**src/rtl/wb_master_pkg.sv**
```systemverilog
// rtl/wb_master_pkg.sv - shared state encoding, command record and default widths
// for the Wishbone classic command master.
package wb_master_pkg;

  localparam int unsigned WB_AW          = 32;
  localparam int unsigned WB_DW          = 32;
  localparam int unsigned WB_SW          = WB_DW / 8;
  localparam int unsigned WB_TIMEOUT_CYC = 255;

  typedef enum logic [1:0] {
    ST_IDLE = 2'd0,
    ST_BUS  = 2'd1,
    ST_RESP = 2'd2
  } state_e;

  typedef struct packed {
    logic             we;
    logic [WB_AW-1:0] adr;
    logic [WB_DW-1:0] dat;
    logic [WB_SW-1:0] sel;
  } cmd_t;

endpackage

```
**src/rtl/wb_cmd_master.sv**
```systemverilog
// rtl/wb_cmd_master.sv - command stream to single Wishbone B3 classic cycles
// Optional ack-timeout abort is built when WB_MASTER_TIMEOUT_EN is defined.
module wb_cmd_master
  import wb_master_pkg::*;
#(
  parameter int unsigned AW          = WB_AW,
  parameter int unsigned DW          = WB_DW,
  parameter int unsigned TIMEOUT_CYC = WB_TIMEOUT_CYC
) (
  input  logic            wb_clk_i,
  input  logic            wb_rst_i,
  input  logic            cmd_valid,
  output logic            cmd_ready,
  input  logic            cmd_we,
  input  logic [AW-1:0]   cmd_adr,
  input  logic [DW-1:0]   cmd_dat,
  input  logic [DW/8-1:0] cmd_sel,
  output logic            rsp_valid,
  input  logic            rsp_ready,
  output logic [DW-1:0]   rsp_dat,
  output logic            rsp_err,
  output logic            wbm_cyc_o,
  output logic            wbm_stb_o,
  output logic            wbm_we_o,
  output logic [AW-1:0]   wbm_adr_o,
  output logic [DW-1:0]   wbm_dat_o,
  output logic [DW/8-1:0] wbm_sel_o,
  input  logic            wbm_ack_i,
  input  logic [DW-1:0]   wbm_dat_i
);

  localparam int unsigned SW = DW / 8;

  state_e        state_q, state_d;
  logic          cyc_q, cyc_d;
  logic          we_q, we_d;
  logic [AW-1:0] adr_q, adr_d;
  logic [DW-1:0] dat_q, dat_d;
  logic [SW-1:0] sel_q, sel_d;
  logic          rsp_valid_q, rsp_valid_d;
  logic [DW-1:0] rsp_dat_q, rsp_dat_d;

`ifdef WB_MASTER_TIMEOUT_EN
  localparam int unsigned TW = ($clog2(TIMEOUT_CYC + 1) > 8) ? $clog2(TIMEOUT_CYC + 1) : 8;

  logic [TW-1:0] timer_q, timer_d;
  logic          rsp_err_q, rsp_err_d;
  logic          expired;

  assign expired = (timer_q == TW'(TIMEOUT_CYC));

  // Outside BUS the timer rests at zero, so it is already cleared on BUS entry.
  always_comb begin
    timer_d = '0;
    if ((state_q == ST_BUS) && !wbm_ack_i) begin
      timer_d = timer_q + TW'(1);
    end
  end

  always_ff @(posedge wb_clk_i) begin
    if (wb_rst_i) begin
      timer_q   <= '0;
      rsp_err_q <= 1'b0;
    end else begin
      timer_q   <= timer_d;
      rsp_err_q <= rsp_err_d;
    end
  end

  assign rsp_err = rsp_err_q;
`else
  logic unused_timeout_cfg;
  assign unused_timeout_cfg = (TIMEOUT_CYC != 0);
  assign rsp_err            = 1'b0;
`endif

  always_comb begin
    state_d     = state_q;
    cyc_d       = cyc_q;
    we_d        = we_q;
    adr_d       = adr_q;
    dat_d       = dat_q;
    sel_d       = sel_q;
    rsp_valid_d = rsp_valid_q;
    rsp_dat_d   = rsp_dat_q;
`ifdef WB_MASTER_TIMEOUT_EN
    rsp_err_d   = rsp_err_q;
`endif
    case (state_q)
      ST_IDLE: begin
        if (cmd_valid) begin
          cyc_d   = 1'b1;
          we_d    = cmd_we;
          adr_d   = cmd_adr;
          dat_d   = cmd_dat;
          sel_d   = cmd_sel;
          state_d = ST_BUS;
        end
      end
      ST_BUS: begin
        // An ack on the expiry cycle takes priority over the abort.
        if (wbm_ack_i) begin
          cyc_d       = 1'b0;
          we_d        = 1'b0;
          rsp_valid_d = 1'b1;
          rsp_dat_d   = we_q ? '0 : wbm_dat_i;
`ifdef WB_MASTER_TIMEOUT_EN
          rsp_err_d   = 1'b0;
`endif
          state_d     = ST_RESP;
        end
`ifdef WB_MASTER_TIMEOUT_EN
        else if (expired) begin
          cyc_d       = 1'b0;
          we_d        = 1'b0;
          rsp_valid_d = 1'b1;
          rsp_dat_d   = '0;
          rsp_err_d   = 1'b1;
          state_d     = ST_RESP;
        end
`endif
      end
      ST_RESP: begin
        if (rsp_ready) begin
          rsp_valid_d = 1'b0;
          state_d     = ST_IDLE;
        end
      end
      default: begin
        state_d = ST_IDLE;
      end
    endcase
  end

  always_ff @(posedge wb_clk_i) begin
    if (wb_rst_i) begin
      state_q     <= ST_IDLE;
      cyc_q       <= 1'b0;
      we_q        <= 1'b0;
      adr_q       <= '0;
      dat_q       <= '0;
      sel_q       <= '0;
      rsp_valid_q <= 1'b0;
      rsp_dat_q   <= '0;
    end else begin
      state_q     <= state_d;
      cyc_q       <= cyc_d;
      we_q        <= we_d;
      adr_q       <= adr_d;
      dat_q       <= dat_d;
      sel_q       <= sel_d;
      rsp_valid_q <= rsp_valid_d;
      rsp_dat_q   <= rsp_dat_d;
    end
  end

  // Ready is masked during reset so nothing is accepted in the reset cycle.
  assign cmd_ready = (state_q == ST_IDLE) && !wb_rst_i;
  assign rsp_valid = rsp_valid_q;
  assign rsp_dat   = rsp_dat_q;
  assign wbm_cyc_o = cyc_q;
  assign wbm_stb_o = cyc_q;
  assign wbm_we_o  = we_q;
  assign wbm_adr_o = adr_q;
  assign wbm_dat_o = dat_q;
  assign wbm_sel_o = sel_q;

endmodule

```
**config.mk**
```make
export PLATFORM = sky130hd
export DESIGN_NAME = wb_cmd_master
export DESIGN_NICKNAME = d
export VERILOG_FILES = /design/src/rtl/wb_master_pkg.sv /design/src/rtl/wb_cmd_master.sv
export SDC_FILE = /design/constraint.sdc
export NUM_CORES = 1
export LEC_CHECK = 0
export ABC_AREA = 1
export CORE_MARGIN = 2
export CORE_UTILIZATION = 35
export CTS_CLUSTER_DIAMETER = 60
export CTS_CLUSTER_SIZE = 30
export DETAILED_ROUTE_END_ITERATION = 12
export PLACE_DENSITY = 0.73
export REMOVE_ABC_BUFFERS = 1
export SLEW_MARGIN = 0
export SYNTH_ARGS = -nofsm -noshare
export SYNTH_HDL_FRONTEND = slang
export SYNTH_SLANG_ARGS = --single-unit
```
**constraint.sdc**
```tcl
create_clock -name wb_clk_i -period 3.5 [get_ports wb_clk_i]
set_input_delay 0.7 -clock wb_clk_i [delete_from_list [all_inputs] [get_ports wb_clk_i]]
set_output_delay 0.7 -clock wb_clk_i [all_outputs]
set_load 0.02 [all_outputs]
```
==> flow_metrics.env, run 1 <==
export IMPL_boundaryPins=212
export IMPL_fin_crit_ps=2540
export IMPL_worstPathRequired_ps=2800
export IMPL_diodes=0
export IMPL_min_path_type="flip-flop to flip-flop"
export IMPL_max_stage_delay_ps=610
export IMPL_p_leak_nw=2.72
export IMPL_layoutNonFillerInstCount=891
export IMPL_worstPathMaxFanout=2
export IMPL_ir_drop_v=0.000257
export IMPL_cap_violations=0
export IMPL_syn_mean_instance_area_um2=7.16
export IMPL_drtIter0Drc=299
export IMPL_core_um2=11000
export IMPL_viasPerCell=4.56
export IMPL_grt_met2_usage_pct=30.8
export IMPL_final_cell_mix="210 x clkdlybuf4s50_1, 170 x nor2_1, 110 x nand2_1, 105 x dfxtp_1, 68 x o21ai_0"
export IMPL_ys_seq_area_share_pct=52.9
export IMPL_ys_ff_latch=105
export IMPL_hp_start="rsp_valid"
export IMPL_crit_start="wb_rst_i"
export IMPL_postCtsResizedCells=0
export IMPL_fin_nets=852
export IMPL_switchingPower_w=0.000843
export IMPL_grt_usage_pct=19.3
export IMPL_syn_inst=555
export IMPL_p_int_w=0.00229
export IMPL_via_count=4063
export IMPL_die_h_um=111
export IMPL_grt_use_met1_pct=23.3
export IMPL_grt_pass1_wl_mm=19.3
export IMPL_netlist_area_um2=3980
export IMPL_fillers=970
export IMPL_status="finished, final reports clean"
export IMPL_crit_path_end_kind="primary output"
export IMPL_port_buffers=210
export IMPL_holdWs_ps=473
export IMPL_grt_max_degree=72
export IMPL_first_pass_iters=4
export IMPL_clk_latency_ps=340
export IMPL_regArea_um2=2100
export IMPL_gr_total_overflow=0
export IMPL_max_freq_mhz=393
export IMPL_multi_input_area_um2=1530
export IMPL_finalSetupTns_ps=0
export IMPL_finalCritPeriodShare_pct=72.6
export IMPL_path_class="input port to primary output"
export IMPL_cts_tree="done"
export IMPL_initial_core_util_pct=36.2
export IMPL_cts_buffer_depth=2
export IMPL_clk_pin_slew_ps=70
export IMPL_slew_viol_final=0
export IMPL_wl_mm=11.9
export IMPL_grt_pass1_vias=3919
export IMPL_seqPwrFrac_pct=43.0
export IMPL_cp_common_cell="clkdlybuf4s50_1"
export IMPL_combinationalPowerShare_pct=22.5
export IMPL_slew_headroom_pct=36.0
export IMPL_tightest_slew_ps=959
export IMPL_post_cts_buffers=0
export IMPL_r2r_start="state_q[1]"
export IMPL_drive_gt1_share_pct=3.46
export IMPL_worstPathArrival_ps=1840
export IMPL_synth_warnings=0
export IMPL_top_usage_layer="met2"
export IMPL_crit_chain="clkdlybuf4s50_1 > nor2_1 > clkdlybuf4s50_1"
export IMPL_switching_share_pct=26.9
export IMPL_rsz0062_at_grt="false"
export IMPL_antenna_found_initial=0
export IMPL_wl_per_cell_um=13.3
export IMPL_yosysUniqueCellTypes=18
export IMPL_h_tree_depth=3
export IMPL_hold_buffers=0
export IMPL_drtAntennaViolNets=0
export IMPL_layout_commonest_cell="clkdlybuf4s50_1"
export IMPL_hpwl_mm=8.41
export IMPL_hold_violations=0
export IMPL_crit_family="buffers and inverters"
export IMPL_slowest_stage="clkdlybuf4s50_1"
export IMPL_drc_errors=0
export IMPL_dp_cells=875
export IMPL_cts_sinks=105
export IMPL_row_count=38
export IMPL_crit_buf_inv=2
export IMPL_powerDensity_nw_per_um2=486
export IMPL_die_area_um2=12200
export IMPL_area_delta_synth_final_pct=62.0
export IMPL_setup_viol=0
export IMPL_met3_usage_pct=7.74
export IMPL_die_w_um=111
export IMPL_clkPwrFrac_pct=34.5
export IMPL_gp_congestion=0.806
export IMPL_cts_root_buf="clkbuf_16"
export IMPL_cts_inserted_buffers=9
export IMPL_finalClockSkew_ps=7.11
export IMPL_critPathLaunchType="input port"
==> registers in the layout, indices dropped and copies added, names as in the netlist <==
signal     count
rsp_valid      1
wbm_adr_o     32
wbm_we_o       1
wbm_sel_o      4
state_q        2
rsp_dat       32
wbm_cyc_o      1
wbm_dat_o     32
==> logic make-up (layout without fill, tap and decap cells) <==
logic type,count (synthesis),count (layout),synth area share (%)
compound gates,84,84,10.6
buf+inv,77,273,8.75
flops,105,105,52.9
other cells,1,1,0.0943
simple gates,288,288,27.7
==> power groups by stage <==
stage	Clock, W	Sequential, W	Combinational (W)
detailed placement	0	0.00137	0.000707
global route	0.00115	0.00136	0.000765
global placement	0	0.00137	0.000696
floorplan	0	0.00149	0.000202
CTS	0.00111	0.00135	0.000711
finish	0.00108	0.00135	0.000705
==> Yosys cell counts, drive strengths merged <==
library cell / number / area [µm²]
clkinv: 1 / 3.75
nor2: 171 / 649
buf: 19 / 130
inv: 39 / 146
nor2b: 1 / 6.26
nand3b: 1 / 7.51
a21oi: 16 / 80.1
clkbuf: 18 / 67.6
dfxtp: 105 / 2100
conb: 1 / 3.75
nand3: 4 / 20.0
nand2: 111 / 419
o21ai: 68 / 340
==> worst register-to-register path, stage by stage, from the launching register on <==
cell     delay, ps
dfxtp_1        360
nor2_4         150
nand2_2         70
inv_2          460
buf_4          360
nor2_1          70
nor2_1         120
==> per-stage QoR <==
| step | setup slack [ps] | utilization (%) | cell area (µm²) | power (W) |
|---|---|---|---|---|
| finish | 958 | 58.7 | 6440 | 0.00313 |
| global route | 901 | 58.7 | 6440 | 0.00327 |
| CTS | 944 | 58.7 | 6440 | 0.00317 |
| detailed placement | 955 | 55.7 | 6120 | 0.00208 |
| global placement | 935 | 55.7 | 6120 | 0.00206 |
| floorplan | 1450 | - | 3780 | 0.00169 |
==> worst paths after layout <==
path                   end  slack, ps  cells after the start
min              rsp_valid        470                      2
max              cmd_ready        960                      3
min reg2reg      rsp_valid        470                      2
max reg2reg  wbm_adr_o[30]       1840                      6
==> metal layers <==
metal	routed length (µm)	vias to the layer above	part of all wire, %
met1	4970	1808	42
met4	216	0	1.8
met5	0	-	0
li1	-	2068	-
met2	5390	172	45
met3	1300	15	11
==> layout make-up <==
| class | count | share of cell area, % |
|---|---|---|
| Clock buffer | 11 | 3.77 |
| Clock inverter | 5 | 1.22 |
| Inverter | 40 | 2.33 |
| Multi-Input combinational cell | 373 | 23.7 |
| Sequential cell | 105 | 32.6 |
| Tap cell | 140 | 2.72 |
| Timing Repair Buffer | 217 | 33.6 |
(Power assumes the default switching activity.)
==> inputs of run 2 (changes only) <==
==> constraint.sdc (replaced) <==
create_clock -name wb_clk_i -period 2.4 [get_ports wb_clk_i]
set_input_delay 0.48 -clock wb_clk_i [delete_from_list [all_inputs] [get_ports wb_clk_i]]
set_output_delay 0.48 -clock wb_clk_i [all_outputs]
set_load 0.02 [all_outputs]
==> flow_metrics.env, run 2 (synthesis gave the netlist of run 1 again) <==
export IMPL_status="finished, final reports clean"
export IMPL_die_w_um=111
export IMPL_finalCritPeriodShare_pct=87.8
export IMPL_cts_buffer_depth=2
export IMPL_clk_latency_ps=340
export IMPL_fin_nets=855
export IMPL_hpwl_mm=8.18
export IMPL_viasPerCell=4.53
export IMPL_die_area_um2=12200
export IMPL_setup_viol=0
export IMPL_powerDensity_nw_per_um2=690
export IMPL_hold_violations=0
export IMPL_first_pass_iters=4
export IMPL_antenna_found_initial=0
export IMPL_gp_congestion=0.821
export IMPL_tightest_slew_ps=751
export IMPL_max_stage_delay_ps=610
export IMPL_grt_usage_pct=18.2
export IMPL_die_h_um=111
export IMPL_drtIter0Drc=343
export IMPL_slew_headroom_pct=49.9
export IMPL_postCtsResizedCells=0
export IMPL_wl_per_cell_um=12.9
export IMPL_h_tree_depth=3
export IMPL_row_count=38
export IMPL_crit_path_end_kind="primary output"
export IMPL_clkPwrFrac_pct=32.7
export IMPL_fin_crit_ps=2110
export IMPL_combinationalPowerShare_pct=23.3
export IMPL_gr_total_overflow=0
export IMPL_ir_drop_v=0.000319
export IMPL_final_cell_mix="210 x clkdlybuf4s50_1, 170 x nor2_1, 110 x nand2_1, 105 x dfxtp_1, 68 x o21ai_0"
export IMPL_core_um2=11000
export IMPL_worstPathArrival_ps=1630
export IMPL_route_met2_wl_mm=5.03
export IMPL_p_int_w=0.00322
export IMPL_via_count=4049
export IMPL_cts_sinks=105
export IMPL_slowest_stage="clkdlybuf4s50_1"
export IMPL_slew_viol_final=0
export IMPL_cts_inserted_buffers=9
export IMPL_final_core_util_pct=58.9
export IMPL_boundaryPins=212
export IMPL_post_cts_buffers=0
export IMPL_port_buffers=210
export IMPL_max_freq_mhz=475
export IMPL_initial_core_util_pct=36.2
export IMPL_wl_met3_mm=1.23
export IMPL_hold_buffers=0
export IMPL_min_path_type="flip-flop to flip-flop"
export IMPL_m1WireLength_mm=5.06
export IMPL_cts_tree="done"
export IMPL_diodes=0
export IMPL_path_class="input port to primary output"
export IMPL_grt_pass1_vias=3772
export IMPL_cp_common_cell="clkdlybuf4s50_1"
export IMPL_critPathLaunchType="input port"
export IMPL_cts_root_buf="clkbuf_16"
export IMPL_worstPathMaxFanout=2
export IMPL_switchingPower_w=0.00124
export IMPL_wl_mm=11.5
export IMPL_drive_gt1_share_pct=3.85
export IMPL_switching_share_pct=27.8
export IMPL_rsz0062_at_grt="false"
export IMPL_crit_chain="clkdlybuf4s50_1 > nor2_1 > clkdlybuf4s50_1"
export IMPL_layout_commonest_cell="clkdlybuf4s50_1"
export IMPL_p_leak_nw=2.72
export IMPL_finalSetupTns_ps=0
export IMPL_highest_layer="met4"
export IMPL_cap_violations=0
export IMPL_clk_pin_slew_ps=70
export IMPL_worstPathRequired_ps=1920
export IMPL_drtAntennaViolNets=0
export IMPL_grt_pass1_wl_mm=18.4
export IMPL_seqPwrFrac_pct=44.0
export IMPL_drc_errors=0
export IMPL_grt_max_degree=82
export IMPL_finalClockSkew_ps=7.67
export IMPL_area_delta_synth_final_pct=62.6
-- run 2: changes by cell type in the layout (fill, tap and decap cells not counted) --
| cell | change |
|---|---|
| bufinv_16 | -1 |
| clkbuf_8 | -1 |
| clkinv_2 | -1 |
| buf_4 | +1 |
| clkinvlp_4 | +2 |
| buf_12 | +2 |
| inv_6 | +1 |
-- run 2: area by class of cell --
cell class,instances,area [µm²]
Clock buffer,10,229
Clock inverter,6,67.6
Fill cell,1001,4520
Inverter,40,150
Multi-Input combinational cell,373,1530
Sequential cell,105,2100
Tap cell,140,175
Timing Repair Buffer,220,2210
-- run 2: path summary, 6_finish.rpt --
| kind | slack, ps | startpoint | cells past startpoint | to |
|---|---|---|---|---|
| min | 470 | rsp_valid | 2 | rsp_valid |
| min reg2reg | 470 | rsp_valid | 2 | rsp_valid |
| max reg2reg | 1000 | wbm_we_o | 6 | rsp_dat[17] |
| max | 290 | wb_rst_i | 3 | cmd_ready |
-- run 2: power by group through the flow --
stage / logic, W / registers, W / clock network (W)
finish: 0.00104 / 0.00196 / 0.00146
global route: 0.00113 / 0.00198 / 0.00158
CTS: 0.00105 / 0.00196 / 0.00151
detailed placement: 0.00104 / 0.00200 / 0
global placement: 0.00103 / 0.00199 / 0
floorplan: 0.000295 / 0.00217 / 0
-- run 2: per-stage QoR --
step,setup slack (ps),power [W],instance area (µm²),hold WS (ps),cells
2_1_floorplan,569,0.00247,3780,509,518
3_3_place_gp,292,0.00302,6170,449,878
3_5_place_dp,296,0.00304,6170,453,878
4_1_cts,284,0.00452,6460,466,894
5_1_grt,226,0.00468,6460,489,894
6_report,293,0.00446,6460,469,894
-- run 2: per-layer routing --
layer	vias to the layer above	global-route usage (%)
met3	18	6.81
met4	0	6.33
li1	2077	-
met1	1769	23.2
met5	-	0
met2	185	28.4
-- run 2: critical path: cells and delay by family --
family	cells	cell delay, ps
buf+inv	2	1020
simple gates	1	120
